$ cat src/rtl/nco_voice_allocator.sv
// nco_voice_allocator: shares a bank of nco voices between note-on/off requests via a scan/commit FSM.
package mypackage;
  localparam int FREQUENCY_BITS = 24;
  localparam int FREQUENCY_FRACTIONAL_BITS = 8;
  typedef logic [FREQUENCY_BITS-1:0] frequency;
endpackage

module nco_voice_allocator #(
  parameter int VOICES = 4,
  parameter int AGE_BITS = 4
) (
  input  logic clock,
  input  logic reset,
  input  logic note_valid,
  output logic note_ready,
  input  logic note_on,
  input  logic [6:0] note_key,
  input  mypackage::frequency note_freq,
  output mypackage::frequency [VOICES-1:0] voice_freq,
  output logic [VOICES-1:0] voice_enable,
  output logic [VOICES-1:0] voice_restart,
  output logic stolen,
  output logic [$clog2(VOICES+1)-1:0] active_count
);
  localparam int IW = $clog2(VOICES);
  localparam int CW = $clog2(VOICES+1);
  typedef enum logic [1:0] {IDLE, SCAN, COMMIT} state_t;
  state_t state;
  logic [6:0] key [VOICES];
  logic [AGE_BITS-1:0] age [VOICES];
  logic req_on;
  logic [6:0] req_key;
  mypackage::frequency req_freq;
  logic [IW-1:0] idx, hit_idx, free_idx, old_idx, tgt;
  logic hit, free_ok, old_ok;
  logic [AGE_BITS-1:0] old_age;
  assign note_ready = (state == IDLE) && !reset;
  // retrigger beats free slot beats stealing the oldest
  assign tgt = hit ? hit_idx : free_ok ? free_idx : old_idx;
  always_ff @(posedge clock) begin
    if (reset) begin
      state <= IDLE;
      idx <= '0;
      hit <= 1'b0;
      free_ok <= 1'b0;
      old_ok <= 1'b0;
      hit_idx <= '0;
      free_idx <= '0;
      old_idx <= '0;
      old_age <= '0;
      req_on <= 1'b0;
      req_key <= '0;
      req_freq <= '0;
      voice_freq <= '0;
      voice_enable <= '0;
      voice_restart <= '0;
      stolen <= 1'b0;
      active_count <= '0;
      for (int i = 0; i < VOICES; i++) begin
        key[i] <= '0;
        age[i] <= '0;
      end
    end else begin
      voice_restart <= '0;
      stolen <= 1'b0;
      case (state)
        IDLE: if (note_valid) begin
          req_on <= note_on;
          req_key <= note_key;
          req_freq <= note_freq;
          hit <= 1'b0;
          free_ok <= 1'b0;
          old_ok <= 1'b0;
          idx <= '0;
          state <= SCAN;
        end
        SCAN: begin
          if (voice_enable[idx] && key[idx] == req_key && !hit) begin
            hit <= 1'b1;
            hit_idx <= idx;
          end
          if (!voice_enable[idx] && !free_ok) begin
            free_ok <= 1'b1;
            free_idx <= idx;
          end
          // strict compare keeps the lowest index on equal ages
          if (voice_enable[idx] && (!old_ok || age[idx] > old_age)) begin
            old_ok <= 1'b1;
            old_idx <= idx;
            old_age <= age[idx];
          end
          idx <= idx + IW'(1);
          if (idx == IW'(VOICES-1)) state <= COMMIT;
        end
        COMMIT: begin
          state <= IDLE;
          if (req_on) begin
            for (int i = 0; i < VOICES; i++)
              if (IW'(i) != tgt && voice_enable[i])
                age[i] <= age[i] + AGE_BITS'(age[i] != '1);
            voice_enable[tgt] <= 1'b1;
            voice_freq[tgt] <= req_freq;
            key[tgt] <= req_key;
            age[tgt] <= '0;
            voice_restart[tgt] <= !hit;
            stolen <= !hit && !free_ok;
            if (!hit && free_ok) active_count <= active_count + CW'(1);
          end else if (hit) begin
            voice_enable[hit_idx] <= 1'b0;
            age[hit_idx] <= '0;
            active_count <= active_count - CW'(1);
          end
        end
        default: state <= IDLE;
      endcase
    end
  end
endmodule
$ cat config.mk
export PLATFORM = sky130hd
export DESIGN_NAME = nco_voice_allocator
export DESIGN_NICKNAME = d
export VERILOG_FILES = /design/src/rtl/nco_voice_allocator.sv
export SDC_FILE = /design/constraint.sdc
export NUM_CORES = 1
export LEC_CHECK = 0
export ABC_AREA = 1
export CELL_PAD_IN_SITES_DETAIL_PLACEMENT = 2
export CELL_PAD_IN_SITES_GLOBAL_PLACEMENT = 2
export CORE_UTILIZATION = 28
export CTS_BUF_LIST = sky130_fd_sc_hd__clkbuf_8 sky130_fd_sc_hd__clkbuf_16
export DETAILED_ROUTE_END_ITERATION = 7
export PLACE_DENSITY = 0.78
export SLEW_MARGIN = 15
export SYNTH_ARGS = -nofsm -noshare
export SYNTH_HDL_FRONTEND = slang
export SYNTH_SLANG_ARGS = --single-unit
$ cat constraint.sdc
create_clock -name clock -period 1.95 [get_ports clock]
set_clock_uncertainty 0.1 [all_clocks]
set_input_delay 0.585 -clock clock [delete_from_list [all_inputs] [get_ports clock]]
set_output_delay 0.585 -clock clock [all_outputs]
set_load 0.05 [all_outputs]
After elaboration in Yosys (flattened, before gate mapping)
Memories as Yosys holds them, arrays and structs flattened. A register that Yosys moved wholly into a read port is not among the register bits.
Cells that the tools add are included.
{"block": "word_totals", "elab_cells": 173, "mem_count": 2, "ram_bits": 44, "output_inout_bits": 109, "reg_bits": 157, "inputBits": 35}
{"memory": "key", "words": 4, "width": 7, "rd": 1, "rd_clocked_by_memory_dff": 1, "wr": 4, "line_no": "29", "rtl": "logic [6:0] key [VOICES];"}
{"memory": "age", "words": 4, "width": 4, "rd": 5, "rd_clocked_by_memory_dff": 1, "wr": 5, "line_no": "30", "rtl": "logic [AGE_BITS-1:0] age [VOICES];"}
{"block": "op_classes", "n_addsub": 7, "bitwise_logic": 10, "magnitude_cmp": 6, "eq_ne": 17, "n_reduce_logical": 38, "mux": 73}
{"operator": "bitwise mux 96 bit", "n": 1}
{"operator": "demux 24 bit (select 2 bit)", "n": 1}
{"operator": "2-to-1 mux 1 bit", "n": 40}
{"operator": "2-to-1 mux 4 bit", "n": 7}
{"operator": "2-to-1 mux 24 bit", "n": 1}
{"operator": "2-to-1 mux 2 bit", "n": 11}
{"operator": "adder 4 x 1 -> 4 bit", "n": 4}
{"operator": "!= test 4 bit (second input constant)", "n": 4}
{"operator": "AND reduction 2 bit", "n": 8}
{"operator": "logical AND 1 bit", "n": 13}
{"operator": "AND reduction 3 bit", "n": 4}
{"operator": "!= test 2 bit (second input constant)", "n": 5}
{"operator": "< comparator 2 x 3 -> 1 bit (second input constant)", "n": 3}
{"operator": "2-to-1 mux 3 bit", "n": 3}
{"operator": "AND 4 bit", "n": 2}
{"operator": "one-hot mux 2 bit (2 select lines)", "n": 2}
{"operator": "equality test 7 bit", "n": 1}
{"operator": "2-to-1 mux 7 bit", "n": 1}
{"operator": "OR reduction 7 bit", "n": 1}
{"operator": "one-hot mux 1 bit (2 select lines)", "n": 3}
{"operator": "nonzero test 2 bit", "n": 3}
{"operator": "logical NOT 1 bit", "n": 5}
{"operator": "demux 1 bit (select 2 bit)", "n": 2}
{"operator": "equality test 2 bit (second input constant)", "n": 2}
{"operator": "other kinds (18)", "n": 24}

Logic depth before layout (Yosys ltp)
{"block": "depth", "ltp_word": 11, "depth_mapped": 14}

Worst setup path before layout
Ideal clock, no wire load.
{"block": "synth_timing", "path_type": "input-to-output", "from": "in reset", "to": "out note_ready", "path_buffers": 2, "setup_slack_ns": -0.775, "arrival_time_ns": 2.040, "path_stages": 3, "path_cell_list": "clkbuf_1 > buf_1 > nor3_1"}
{"block": "synth_between", "elab_chain_cells": 2}
{"item": "start, declared", "line_no": "13", "rtl": "input logic reset,"}
{"item": "logical NOT 1 bit", "line_no": "37", "rtl": "assign note_ready = (state == IDLE) && !reset;"}
{"item": "logical AND 1 bit", "line_no": "37"}
{"item": "end, declared", "line_no": "15", "rtl": "output logic note_ready,"}
No other way between the ends.

==> metrics.cfg <==
[placed_design]
dp_slack_ns = -0.266
gp_congestion = 0.804
dp_cells = 1587
hpwl_um = 22500
port_buffers = 143
dpl-instance-area_mm2 = 0.0109

[cts]
cts_tree = yes
cts.path.max_buffers = 3
clock_sink_count = 203
ctsRootBufferMaster = clkbuf_16
clock_latency_ns = 0.50
clkTransAtPathRegs_ns = 0.06
numCtsBuffers = 23
cts_hold_buffers = 0
cts_max_level = 1

[global_routing]
grt.total_usage = 0.216
grt_pass1_wl_um = 51700
grt_antenna_before_repair = 0
use_met3 = 0.0355
use_met1 = 0.263
grt_max_degree = 62
top_usage_layer = met2
grt_overflow_total = 0
grt_pass1_vias = 9022
gr-usage-met2 = 0.391

[detailed_routing]
vias = 8243
drt_iter0_drc = 349
drt_pass1_iterations = 4
wire_per_inst_um = 20.6
post-route-drc-count = 0
drt-total-wl_um = 33700
vias_per_cell = 5.03
antenna_left = 0

[finish]
drive_gt1_frac = 0.266
fin_cells = 1638
final_nets = 1290
diodes = 0
area_growth_pct = 44.4
stdcell_area_mm2 = 0.0121

[timing]
rsz0062_at_grt = true
period_minus_slack_ns = 2.16
max_freq_mhz = 464
finalSetupViolCount = 10
finalHoldViolCount = 0
setup_slack_ns = -0.205
final_max_slew_viol_count = 0
slew_headroom = 0.595
fin_crit_sh = 1.11
worstMarginPinSlew_ns = 0.608

[worst_hold_path]
hold_depth = 2
hold_class = input pin to flop
hold_start = reset
holdPathEnd = state[1]$_SDFFE_PP0P_

[logic_synthesis]
synth_async_sr_flop_share = 0
synth_edf_count = 28
synth-seq-area-share = 0.518
netlist_top_cells_count = 212 x nand2_1, 175 x dfxtp_1, 145 x nand3_1
synth_top_area_frac = 0.418
synth.distinct_cells = 40
synth.area.top_cells = dfxtp_1 42%, edfxtp_1 10%, nand2_1 9.5%
synth_area_leader_cell = dfxtp_1
synth.avg_cell_area_um2 = 7.99
synth_seq_cells = 203
synth.cell_area_mm2 = 0.00838
syn-num-nets = 1098
yosysWarnings = 0
yosysMostFrequentCell = nand2_1
synth_flop_cell = dfxtp_1
synthCells = 1049

[power]
power_frac_comb = 0.097
irDropWorstVdd_mv = 0.670
clkPwrFrac = 0.429
p_int_mw = 6.94
p_switching_mw = 2.43
seqPwrFrac = 0.474
power.leakage_nw = 4.71
powerDensity_mw_per_mm2 = 775
sw_frac_of_total = 0.260
power_mw = 9.38

[critical_path]
crit_fanout = 7
worstPathCellList = buf_8 > buf_8 > o21ai_4 > o22ai_2 > ha_1 > nand2_2 > o21ai_2 > o21ai_2 > nand2_2 > nand2_4 > nand2_2 > a21oi_2
required_ns = 2.21
path_class = flop to flop
endpoint_kind = flop
cpPeakStageDelay_ns = 0.37
worstPathArrival_ns = 2.41
crit_top_cell = nand2_2
cp-start-kind = flop
slowest_stage = dfxtp_4
reg2reg_to = old_age[3]$_SDFFE_PP0P_
ff2ff_setup_slack_ns = -0.21
r2r_cells = 12

[run]
cap_viol_max_count = 0

[outcome]
status = finished with violations
violations = negative setup slack

[floorplan]
start_util = 0.288
die_w_um = 175
io_pins = 144
fp.dieH_um = 175
die-area_mm2 = 0.0306
core_area_mm2 = 0.0291
core.rowCount = 62

## placed cells by master (no fill, tap or decap), types with 8 or more instances in the layout
| master | count |
|---|---|
| inv_2 | 10 |
| nand3_2 | 21 |
| buf_4 | 133 |
| dfxtp_1 | 171 |
| nand2_4 | 8 |
| ha_1 | 11 |
| nor2_2 | 9 |
| edfxtp_1 | 28 |
| nor2_1 | 114 |
| nand2_1 | 192 |
| nand3_1 | 124 |
| clkbuf_16 | 25 |
| clkdlybuf4s50_1 | 33 |
| nand2_2 | 19 |
| buf_12 | 51 |
| inv_1 | 51 |
| o21ai_0 | 42 |
| a21oi_1 | 127 |
## sequential cells by signal, indices dropped and copies added, names as in the netlist, 2 cells and up, named ones only
name and cells:
idx 2, req_freq 24, req_key 7, hit_idx 2, free_idx 2, voice_freq 96, key 28, old_idx 2
state 2, active_count 3, voice_restart 4, old_age 4, age 16, voice_enable 4
## layer usage
metal / wire [µm] / share of wire
met1: 14000 / 0.42
met4: 647 / 0.019
met2: 17400 / 0.52
met3: 1640 / 0.049
met5: 0 / 0
## area by class of cell
cell class	count	area, µm²
clock buffer	25	614
inverter	60	243
multi-input combinational	726	3860
clock inverter	13	61.3
fill	3191	17000
timing repair buffer	227	2490
sequential	203	4350
tap	384	480
## repair_timing
| item | 4_1_cts | 5_1_grt |
|---|---|---|
| pin swaps | 20 | 15 |
| resized for setup | 64 | 57 |
| endpoints found under the setup margin | 32 | 91 |
| cloned | 0 | 1 |
| buffers inserted | 10 | 3 |
| endpoints found under the hold margin | 0 | 0 |
## critical path, delay by kind of cell (launching register included)
family                     cells  cell delay, ns
AOI/OAI and AO/OA              5            0.54
adders and majority gates      1            0.31
buffers and inverters          2            0.27
DFF                            1            0.37
and+or+nand+nor                4            0.42
## worst max-delay path by stage
stage | endpoint
after CTS | old_age[3]$_SDFFE_PP0P_
after global placement | flop
after global routing | old_age[0]$_SDFFE_PP0P_
after detailed placement | old_age[2]$_SDFFE_PP0P_
final | old_age[3]$_SDFFE_PP0P_
after floorplan | note_ready
## power by group through the flow
| stage | Combinational (mW) | Clock [mW] | Sequential, mW |
|---|---|---|---|
| after floorplan | 0.399 | 0 | 4.48 |
| after global placement | 0.704 | 0 | 4.52 |
| after detailed placement | 0.732 | 0 | 4.53 |
| after CTS | 0.830 | 4.11 | 4.44 |
| after global routing | 0.989 | 4.24 | 4.45 |
| final | 0.908 | 4.02 | 4.44 |
## per-stage QoR
step | setup TNS [ns] | utilization | hold WS, ns
final | -1.31 | 0.416 | 0.295
after global placement | -1.69 | 0.374 | 0.351
after CTS | -0.753 | 0.407 | 0.260
after global routing | -2.31 | 0.416 | 0.292
after floorplan | -0.0552 | - | 0.341
after detailed placement | -2.73 | 0.374 | 0.361
## logic make-up after synthesis
kind of cell / Yosys count / share of synthesized area
AND/OR/NAND/NOR: 510 / 0.268
AO/OA/AOI/OAI: 194 / 0.119
XOR/XNOR: 8 / 0.00836
adder cells (fa/ha/maj): 14 / 0.0218
flip-flops: 203 / 0.518
buffers and inverters: 120 / 0.0646
(Power assumes the default switching activity.)
